## config.mk

```make
export PLATFORM = sky130hd
export DESIGN_NAME = breakout_game_fsm_flat
export DESIGN_NICKNAME = d
export VERILOG_FILES = /design/src/rtl/breakout_game_fsm_if.sv /design/src/rtl/breakout_game_fsm.sv /design/src/flat_wrapper.sv
export SDC_FILE = /design/constraint.sdc
export NUM_CORES = 1
export LEC_CHECK = 0
export CAP_MARGIN = 20
export CORE_MARGIN = 2
export CORE_UTILIZATION = 47
export CTS_CLUSTER_SIZE = 14
export DETAILED_ROUTE_END_ITERATION = 12
export GPL_TIMING_DRIVEN = 1
export PLACE_DENSITY = 0.76
export SLEW_MARGIN = 20
export SYNTH_ARGS = -nofsm -noshare
export SYNTH_HDL_FRONTEND = slang
export SYNTH_SLANG_ARGS = --single-unit
```

## constraint.sdc

```tcl
create_clock -name clk -period 1.8 [get_ports clk]
set_input_delay 0.18 -clock clk [delete_from_list [all_inputs] [get_ports clk]]
set_output_delay 0.18 -clock clk [all_outputs]
set_load 0.02 [all_outputs]
```

## src/rtl/breakout_game_fsm_if.sv

```systemverilog
// Signal bundle between the breakout game sequencer and its surroundings.
// master: event/button source and display sink; slave: the sequencer itself.
interface breakout_game_fsm_if;
    logic        frame_tick;
    logic        btn_start;
    logic        btn_pause;
    logic        brick_hit;
    logic        ball_lost;
    logic        all_cleared;
    logic        pause;
    logic        ball_reset;
    logic        bricks_reset;
    logic [15:0] score;
    logic [1:0]  lives;
    logic [2:0]  state;

    modport master (
        output frame_tick, btn_start, btn_pause, brick_hit, ball_lost, all_cleared,
        input  pause, ball_reset, bricks_reset, score, lives, state
    );

    modport slave (
        input  frame_tick, btn_start, btn_pause, brick_hit, ball_lost, all_cleared,
        output pause, ball_reset, bricks_reset, score, lives, state
    );
endinterface

```

## src/rtl/breakout_game_fsm.sv

```systemverilog
// Breakout game sequencer: idle/serve/play/paused/lost/won FSM with BCD score and lives.
// Optional extra life on every new hundred points: define BREAKOUT_EXTRA_LIFE_EN.
module breakout_game_fsm #(
    parameter int unsigned LIVES_INIT   = 3,
    parameter int unsigned SERVE_FRAMES = 60
) (
    input  logic             clk,
    input  logic             reset,
    breakout_game_fsm_if.slave bus
);

    localparam logic [2:0] ST_IDLE   = 3'd0;
    localparam logic [2:0] ST_SERVE  = 3'd1;
    localparam logic [2:0] ST_PLAY   = 3'd2;
    localparam logic [2:0] ST_PAUSED = 3'd3;
    localparam logic [2:0] ST_LOST   = 3'd4;
    localparam logic [2:0] ST_WON    = 3'd5;

    localparam logic [1:0] LIVES_RST  = 2'(LIVES_INIT);
    localparam logic [7:0] SERVE_LAST = 8'(SERVE_FRAMES);

    // BCD +1 with per-digit carry, saturating at 9999.
    function automatic logic [15:0] bcd_inc(input logic [15:0] v);
        logic [15:0] r;
        logic        carry;
        r     = v;
        carry = 1'b1;
        if (v == 16'h9999) begin
            r = v;
        end else begin
            for (int i = 0; i < 4; i++) begin
                if (carry) begin
                    if (v[i*4 +: 4] == 4'd9) begin
                        r[i*4 +: 4] = 4'd0;
                        carry       = 1'b1;
                    end else begin
                        r[i*4 +: 4] = v[i*4 +: 4] + 4'd1;
                        carry       = 1'b0;
                    end
                end else begin
                    r[i*4 +: 4] = v[i*4 +: 4];
                end
            end
        end
        return r;
    endfunction

    logic [2:0]  state_q, state_d;
    logic        pause_q, pause_d;
    logic        ball_reset_q, ball_reset_d;
    logic        bricks_reset_q, bricks_reset_d;
    logic [15:0] score_q, score_d;
    logic [1:0]  lives_q, lives_d;
    logic [7:0]  serve_q, serve_d;

    logic        btn_start_q, btn_start_h_q;
    logic        btn_pause_q, btn_pause_h_q;
    logic        btn_arm_q;

    logic        start_edge_s;
    logic        pause_edge_s;
    logic [15:0] score_inc_s;
    logic [7:0]  serve_inc_s;
    logic        gain_s;
    logic [1:0]  lives_gain_s;

    // Button sampling; the first cycle after reset seeds both stages so a held button never edges.
    always_ff @(posedge clk or negedge reset) begin
        if (!reset) begin
            btn_start_q   <= 1'b0;
            btn_start_h_q <= 1'b0;
            btn_pause_q   <= 1'b0;
            btn_pause_h_q <= 1'b0;
            btn_arm_q     <= 1'b0;
        end else if (!btn_arm_q) begin
            btn_start_q   <= bus.btn_start;
            btn_start_h_q <= bus.btn_start;
            btn_pause_q   <= bus.btn_pause;
            btn_pause_h_q <= bus.btn_pause;
            btn_arm_q     <= 1'b1;
        end else begin
            btn_start_q   <= bus.btn_start;
            btn_start_h_q <= btn_start_q;
            btn_pause_q   <= bus.btn_pause;
            btn_pause_h_q <= btn_pause_q;
            btn_arm_q     <= 1'b1;
        end
    end

    assign start_edge_s = btn_start_q & ~btn_start_h_q;
    assign pause_edge_s = btn_pause_q & ~btn_pause_h_q;
    assign score_inc_s  = bcd_inc(score_q);
    assign serve_inc_s  = serve_q + 8'd1;

`ifdef BREAKOUT_EXTRA_LIFE_EN
    // A hit that rolls the low two digits 99 -> 00 earns a life.
    assign gain_s       = bus.brick_hit & (score_q != 16'h9999) & (score_q[7:0] == 8'h99);
    assign lives_gain_s = gain_s ? ((lives_q == 2'd3) ? 2'd3 : lives_q + 2'd1) : lives_q;
`else
    assign gain_s       = 1'b0;
    assign lives_gain_s = lives_q;
`endif

    // Next-state, score, lives and pulse decisions.
    always_comb begin
        state_d        = state_q;
        score_d        = score_q;
        lives_d        = lives_q;
        serve_d        = serve_q;
        ball_reset_d   = 1'b0;
        bricks_reset_d = 1'b0;
        case (state_q)
            ST_IDLE: begin
                if (start_edge_s) begin
                    lives_d        = LIVES_RST;
                    score_d        = 16'h0000;
                    serve_d        = 8'd0;
                    ball_reset_d   = 1'b1;
                    bricks_reset_d = 1'b1;
                    state_d        = ST_SERVE;
                end else begin
                    state_d = ST_IDLE;
                end
            end
            ST_SERVE: begin
                if (bus.frame_tick) begin
                    if (serve_inc_s == SERVE_LAST) begin
                        serve_d = 8'd0;
                        state_d = ST_PLAY;
                    end else begin
                        serve_d = serve_inc_s;
                    end
                end else begin
                    serve_d = serve_q;
                end
            end
            ST_PLAY: begin
                if (bus.brick_hit) begin
                    score_d = score_inc_s;
                end else begin
                    score_d = score_q;
                end
                // A life earned in the same cycle as a lost ball cancels the loss.
                if (bus.all_cleared) begin
                    lives_d = lives_gain_s;
                    state_d = ST_WON;
                end else if (bus.ball_lost) begin
                    if (gain_s) begin
                        lives_d      = lives_q;
                        ball_reset_d = 1'b1;
                        serve_d      = 8'd0;
                        state_d      = ST_SERVE;
                    end else if (lives_q == 2'd1) begin
                        lives_d = 2'd0;
                        state_d = ST_LOST;
                    end else begin
                        lives_d      = lives_q - 2'd1;
                        ball_reset_d = 1'b1;
                        serve_d      = 8'd0;
                        state_d      = ST_SERVE;
                    end
                end else if (pause_edge_s) begin
                    lives_d = lives_gain_s;
                    state_d = ST_PAUSED;
                end else begin
                    lives_d = lives_gain_s;
                end
            end
            ST_PAUSED: begin
                if (pause_edge_s) begin
                    state_d = ST_PLAY;
                end else begin
                    state_d = ST_PAUSED;
                end
            end
            ST_LOST, ST_WON: begin
                if (start_edge_s) begin
                    state_d = ST_IDLE;
                end else begin
                    state_d = state_q;
                end
            end
            default: begin
                state_d = ST_IDLE;
            end
        endcase
        pause_d = (state_d != ST_PLAY);
    end

    // Game state and registered outputs.
    always_ff @(posedge clk or negedge reset) begin
        if (!reset) begin
            state_q        <= ST_IDLE;
            pause_q        <= 1'b1;
            ball_reset_q   <= 1'b0;
            bricks_reset_q <= 1'b0;
            score_q        <= 16'h0000;
            lives_q        <= LIVES_RST;
            serve_q        <= 8'd0;
        end else begin
            state_q        <= state_d;
            pause_q        <= pause_d;
            ball_reset_q   <= ball_reset_d;
            bricks_reset_q <= bricks_reset_d;
            score_q        <= score_d;
            lives_q        <= lives_d;
            serve_q        <= serve_d;
        end
    end

    assign bus.state        = state_q;
    assign bus.pause        = pause_q;
    assign bus.ball_reset   = ball_reset_q;
    assign bus.bricks_reset = bricks_reset_q;
    assign bus.score        = score_q;
    assign bus.lives        = lives_q;

endmodule

```

## src/flat_wrapper.sv

```systemverilog
// flat-port wrapper written by rule: the top's interface ports become plain ports
module breakout_game_fsm_flat 
#(
    parameter int unsigned LIVES_INIT   = 3,
    parameter int unsigned SERVE_FRAMES = 60
)
  (clk, reset, bus_frame_tick, bus_btn_start, bus_btn_pause, bus_brick_hit, bus_ball_lost, bus_all_cleared, bus_pause, bus_ball_reset, bus_bricks_reset, bus_score, bus_lives, bus_state);
  breakout_game_fsm_if bus_i ();
  input  logic clk;
  input  logic reset;
  input wire logic [$bits(bus_i.frame_tick)-1:0] bus_frame_tick;
  input wire logic [$bits(bus_i.btn_start)-1:0] bus_btn_start;
  input wire logic [$bits(bus_i.btn_pause)-1:0] bus_btn_pause;
  input wire logic [$bits(bus_i.brick_hit)-1:0] bus_brick_hit;
  input wire logic [$bits(bus_i.ball_lost)-1:0] bus_ball_lost;
  input wire logic [$bits(bus_i.all_cleared)-1:0] bus_all_cleared;
  output wire logic [$bits(bus_i.pause)-1:0] bus_pause;
  output wire logic [$bits(bus_i.ball_reset)-1:0] bus_ball_reset;
  output wire logic [$bits(bus_i.bricks_reset)-1:0] bus_bricks_reset;
  output wire logic [$bits(bus_i.score)-1:0] bus_score;
  output wire logic [$bits(bus_i.lives)-1:0] bus_lives;
  output wire logic [$bits(bus_i.state)-1:0] bus_state;
  assign bus_i.frame_tick = bus_frame_tick;
  assign bus_i.btn_start = bus_btn_start;
  assign bus_i.btn_pause = bus_btn_pause;
  assign bus_i.brick_hit = bus_brick_hit;
  assign bus_i.ball_lost = bus_ball_lost;
  assign bus_i.all_cleared = bus_all_cleared;
  assign bus_pause = bus_i.pause;
  assign bus_ball_reset = bus_i.ball_reset;
  assign bus_bricks_reset = bus_i.bricks_reset;
  assign bus_score = bus_i.score;
  assign bus_lives = bus_i.lives;
  assign bus_state = bus_i.state;
  breakout_game_fsm #(.LIVES_INIT(LIVES_INIT), .SERVE_FRAMES(SERVE_FRAMES)) u_core (.clk(clk), .reset(reset), .bus(bus_i));
endmodule
```

== After elaboration in Yosys (flattened, before gate mapping) ==
Index checks and enable logic that the tools add are counted.

* Add/subtract/negate cells: 6
* Multiply operators: 0
* Divide/modulo/power cells: 0
* Magnitude comparators: 0
* Eq/ne operators: 23
* Shifts and indexed selects: 0
* Multiplexer cells: 49
* Bitwise operators: 4
* Reductions and logical operators: 10

{| class="wikitable"
|+ Operators with widths
! kind !! count
|-
| two-way mux 16 bit || 3
|-
| two-way mux 8 bit || 6
|-
| one-hot mux 16 bit (2 select lines) || 1
|-
| two-way mux 4 bit || 7
|-
| one-hot mux 8 bit (3 select lines) || 1
|-
| two-way mux 3 bit || 7
|-
| two-way mux 1 bit || 17
|-
| adder 4 x 1 -> 4 bit, second input constant || 4
|-
| == test 16 bit, second input constant || 1
|-
| == test 4 bit, second input constant || 4
|-
| one-hot mux 3 bit (5 select lines) || 1
|-
| AND reduction 5 bit || 3
|-
| != test 2 bit, second input constant || 6
|-
| adder 8 x 1 -> 8 bit, second input constant || 1
|-
| == test 8 x 6 -> 1 bit, second input constant || 1
|-
| two-way mux 2 bit || 4
|-
| != test 2 x 1 -> 1 bit, second input constant || 4
|-
| AND reduction 4 bit || 2
|-
| == test 3 x 2 -> 1 bit, second input constant || 2
|-
| == test 3 bit, second input constant || 2
|-
| AND reduction 6 bit || 1
|-
| one-hot mux 2 bit (2 select lines) || 1
|-
| == test 3 x 1 -> 1 bit, second input constant || 1
|-
| zero test 3 bit || 1
|-
| 9 further kinds || 11
|}

* Bits in registers: 37
* Latch bits: 0
* Memory bits (writable): 0
* Memory bits (read-only): 0
* Output and inout bits: 24
* Memories kept: 0

== Depth between registers and ports, before layout ==
Gate-level depths: netlist (run 1).

* Depth after elaboration: 11
* Depth in mapped cells: 7
* Gate-level depth less buffers: 7

== Worst setup path before layout (run 1) ==
OpenSTA, ideal clock, no wires.

* Path type: register to register
* Start point: reg u_core.score_q[0], in the netlist u_core.bus.score[0]
* End point: reg u_core.score_q[9], in the netlist u_core.bus.score[9]
* Arrival time: 1.944 ns
* Data required time: 1.675 ns
* Setup slack: -0.269 ns
* Stages on the path, launching flop included: 7
* Path buffers: 0
* Period minus slack after synthesis: 2.069 ns
* Cell sequence: dfrtp_1 ha_1 nand3b_1 or2_2 a21o_1 a21oi_2 mux2_2

* Word-level cells in the longest chain between the ends: 7

{| class="wikitable"
|+ Ends and longest elaborated chain
! element !! line !! RTL
|-
| start: declaration || breakout_game_fsm.sv:52 || <nowiki>logic [15:0] score_q, score_d;</nowiki>
|-
| start signal: assignment || breakout_game_fsm.sv:205 || <nowiki>score_q <= score_d;</nowiki>
|-
| == test 4 bit || breakout_game_fsm.sv:33 || <nowiki>if (v[i*4 +: 4] == 4'd9) begin</nowiki>
|-
| two-way mux 1 bit || breakout_game_fsm.sv:33 ||
|-
| two-way mux 1 bit || breakout_game_fsm.sv:28 || <nowiki>if (v == 16'h9999) begin</nowiki>
|-
| two-way mux 1 bit || breakout_game_fsm.sv:32 || <nowiki>if (carry) begin</nowiki>
|-
| two-way mux 1 bit || breakout_game_fsm.sv:28 ||
|-
| != test 2 x 1 -> 1 bit (no line) || -- ||
|-
| AND reduction 5 bit (no line) * || -- ||
|}

Every way passes the cells marked *; elsewhere a longest branch is shown, timed or not. The select of a mux whose other input is x is not followed.
A chain may end at the register's enable or synchronous reset.

== Worst setup path in the final report (run 1) ==
* Start point: reg u_core.score_q[5], in the netlist u_core.bus.score[5]
* End point: reg u_core.score_q[9], in the netlist u_core.bus.score[9]

* Word-level cells in the longest chain between the ends: 6

{| class="wikitable"
|+ Ends and longest elaborated chain
! element !! line
|-
| == test 4 bit || breakout_game_fsm.sv:33
|-
| two-way mux 1 bit || breakout_game_fsm.sv:33
|-
| two-way mux 1 bit || breakout_game_fsm.sv:32
|-
| two-way mux 1 bit || breakout_game_fsm.sv:28
|-
| != test 2 x 1 -> 1 bit (no line) || --
|-
| AND reduction 5 bit (no line) * || --
|}

Marks and branches as above.

==> impl_metrics.py, run 1 <==
metrics = {
    "layout": {
        "fin_cells": 349,
        "num_antenna_cells": 0,
        "final_core_util_pct": 75.2,
        "layout_common_cells": "buf_4 (50), clkdlybuf4s50_1 (31), dfrtp_1 (23), nand2_1 (18), nor2_1 (18)",
        "area_growth_pct": 51.7,
        "drive_gt1_share_pct": 35.8,
        "final_cell_area_um2": 3050,
        "fin_nets": 316,
        "layout_commonest_cell": "buf_4",
    },
    "worst_setup_path": {
        "r2r_start": "u_core.bus.score[5]",
        "critPathArrivalTime_ns": 2.05,
        "rrSetupSlack_ns": -0.08,
        "worstPathRequired_ns": 1.97,
        "path_cells": "inv_2, ha_4, nand3b_1, or2_4, a21o_1, a21oi_4, mux2_4",
        "max_stage_delay_ns": 0.41,
        "path_class": "register to register",
        "cp_max_fo": 4,
        "worstRegToRegCells": 7,
        "critPathSlowestCell": "dfrtp_2",
        "critPathCaptureType": "register",
        "critPathLaunchType": "register",
        "r2r_end": "u_core.bus.score[9]",
    },
    "synthesis": {
        "synth_nets": 228,
        "seq_area_frac_synth_pct": 46.2,
        "synth_top_cell_area_share_pct": 42.3,
        "synthesis.instances": 210,
        "synth_top_flop_cell": "dfrtp_1",
        "synthArstFlopShare_pct": 100,
        "synth_top_area_cell": "dfrtp_1",
        "synth.distinct_cells": 48,
        "syn_avg_cell_area_um2": 9.57,
        "synth.cell_area_um2": 2010,
        "synth_edf_count": 0,
        "ys_ff_latch": 37,
        "yosys_warnings": 0,
        "netlist_top_cells_area": "dfrtp_1 (42%), ha_1 (6.2%), o21ai_0 (5.7%), dfstp_2 (3.9%), nand2_1 (3.5%)",
    },
    "power": {
        "leakage_nw": 1.34,
        "p_per_area_nw_per_um2": 705,
        "ir_worst_vdd_uv": 570,
    },
    "detailed_routing": {
        "routed_via_density": 5.50,
        "drt_iter0_drc": 83,
        "drt_pass1_iterations": 4,
        "routedWlPerCell_um": 15.3,
        "vias": 1921,
        "routed_wl_um": 5330,
        "drc": 0,
        "antenna_left": 0,
    },
    "sta": {
        "worst_slack_ns": -0.0839,
        "report.final.slew_viol_count": 0,
        "final.setup_skew_ns": 0.00794,
        "fmax_mhz": 531,
        "setup_viol": 9,
        "min_period_ns": 1.88,
        "rsz0062_at_grt": "yes",
        "fin_crit_sh_pct": 105,
        "report.final.hold_viol_count": 0,
        "holdWs_ns": 0.305,
    },
    "clock_network": {
        "clockBufferDepth": 2,
        "cts-htree-levels": 2,
        "postCtsHoldBufs": 0,
        "root_buffer": "clkbuf_8",
        "cts.sinks": 37,
        "clk_pin_slew_ns": 0.07,
        "clock_latency_ns": 0.29,
        "cts_inserted_buffers": 5,
        "cts_tree": "built",
    },
    "place": {
        "dp_hpwl_um": 3450,
        "pre_cts_ws_ns": -0.108,
        "dp.cells": 329,
        "routabilityCongestion": 0.843,
        "io_buffers": 31,
        "place_area_um2": 2740,
    },
    "floorplanning": {
        "fp.dieW_um": 69.4,
        "core_area_um2": 4060,
        "design.die.area_um2": 4820,
        "initial_utilization_pct": 49.6,
        "die_h_um": 69.4,
        "std_cell_rows": 23,
        "pin_count": 32,
    },
    "global_route": {
        "grt_pass1_vias": 1951,
        "overflow": 0,
        "use_met1_pct": 29.0,
        "grt_pass1_wl_um": 8830,
        "met2_usage_pct": 37.4,
        "grt_max_degree": 38,
        "grt.total_usage_pct": 22.4,
        "antenna_found_initial": 0,
        "grtUsageMet3_pct": 5.52,
        "grt_most_used_layer": "met2",
    },
    "flow_run": {
        "drv_cap": 0,
    },
    "status": {
        "status": "finished with violations",
        "violations": "negative setup slack",
    },
    "min_path": {
        "hp-class": "input pin to async pin",
    },
}
==> cell usage after synthesis (3+ instances only) <==
cell and number:
clkbuf_1 3, a31oi_1 5, o21ai_0 23, a21oi_1 10, dfrtp_1 34, nand2_1 19, nand3b_1 5, o41ai_1 3
and3_1 5, o31ai_1 4, nand3_1 9, nor2_1 19, inv_1 11, mux2_2 4, nor3_1 3, dfstp_2 3
ha_1 10, or3_1 3
==> area by class of cell <==
class                           instances  area (um2)
Timing Repair Buffer                   84         719
Inverter                               11        41.3
Clock inverter                          2        35.0
Clock buffer                            6        72.6
Tap cell                               50        62.6
Fill cell                             283        1010
Multi-Input combinational cell        159        1180
Sequential cell                        37         943
==> critical path, delay by kind of cell (launching register included) <==
family / cells / cell delay, ns
buf+inv: 1 / 0.08
compound gates: 2 / 0.33
flops: 1 / 0.41
fa+ha+maj: 1 / 0.12
simple gates: 2 / 0.51
mux: 1 / 0.31
==> stage by stage <==
step           setup TNS (ns)  power (mW)
6_report               -0.298        2.15
5_1_grt                 -1.30        2.27
4_1_cts                -0.217        2.15
3_5_place_dp           -0.323        1.43
3_3_place_gp          -0.0484        1.41
2_1_floorplan          -0.246        1.21
==> routing by layer <==
metal	vias up	share of wire, %
met5	-	0
met4	0	1.6
met3	8	3.7
met2	47	50
met1	924	45
li1	942	-
==> sequential cells by signal, summed over array words and instances (netlist names) <==
signal and cells:
u_core.bus.pause 1, u_core.bus.bricks_reset 1, u_core.bus.ball_reset 1, u_core.bus.lives 2, u_core.btn_pause_q 1, u_core.btn_arm_q 1
u_core.btn_pause_h_q 1, u_core.btn_start_q 1, u_core.bus.score 16, u_core.serve_q 8, u_core.btn_start_h_q 1, u_core.bus.state 3
==> report_power, final <==
part	total, mW	switching, mW	internal [mW]
sequential	0.985	0.0693	0.915
clock	0.709	0.298	0.411
combinational	0.457	0.233	0.225
total	2.15	0.600	1.55
==> how the worst max path moves through the flow <==
| stage | slack, ns | startpoint | to | depth (start not counted) |
|---|---|---|---|---|
| after detailed placement | -0.11 | u_core.bus.score[5] | u_core.bus.score[15] | 7 |
| after CTS | -0.07 | u_core.bus.score[1] | u_core.bus.score[6] | 9 |
| after global routing | -0.13 | u_core.bus.score[5] | u_core.bus.score[9] | 7 |
| after floorplan | -0.09 | u_core.bus.score[1] | u_core.bus.score[9] | 7 |
| final | -0.08 | u_core.bus.score[5] | u_core.bus.score[9] | 7 |
| after global placement | -0.02 | u_core.bus.score[5] | u_core.bus.score[15] | 7 |
==> kinds of logic (layout without fill, tap and decap cells) <==
group           after synthesis  count (layout)  synth area share [%]
xor+xnor                      3               3                  1.31
buf+inv                      14             103                  2.61
mux                           6               6                  3.24
compound gates               56              56                  17.4
simple gates                 83              83                  22.8
fa+ha+maj                    10              10                  6.22
other cells                   1               1                 0.187
flops                        37              37                  46.2
==> timing repair <==
item	4_1_cts	5_1_grt
gates resized for setup	11	15
pin swaps	8	9
buffers inserted	9	3
setup endpoints to repair	8	18
(Power assumes the default switching activity.)
==> run 2, diff against run 1 <==
--- a/config.mk
+++ b/config.mk
@@ -5,6 +5,7 @@
 export SDC_FILE = /design/constraint.sdc
 export NUM_CORES = 1
 export LEC_CHECK = 0
+export ABC_CLOCK_PERIOD_IN_PS = 1800
 export CAP_MARGIN = 20
 export CORE_MARGIN = 2
 export CORE_UTILIZATION = 47
==> results of run 2 <==
The final DEF is identical to that of run 1; final timing and power are the same.
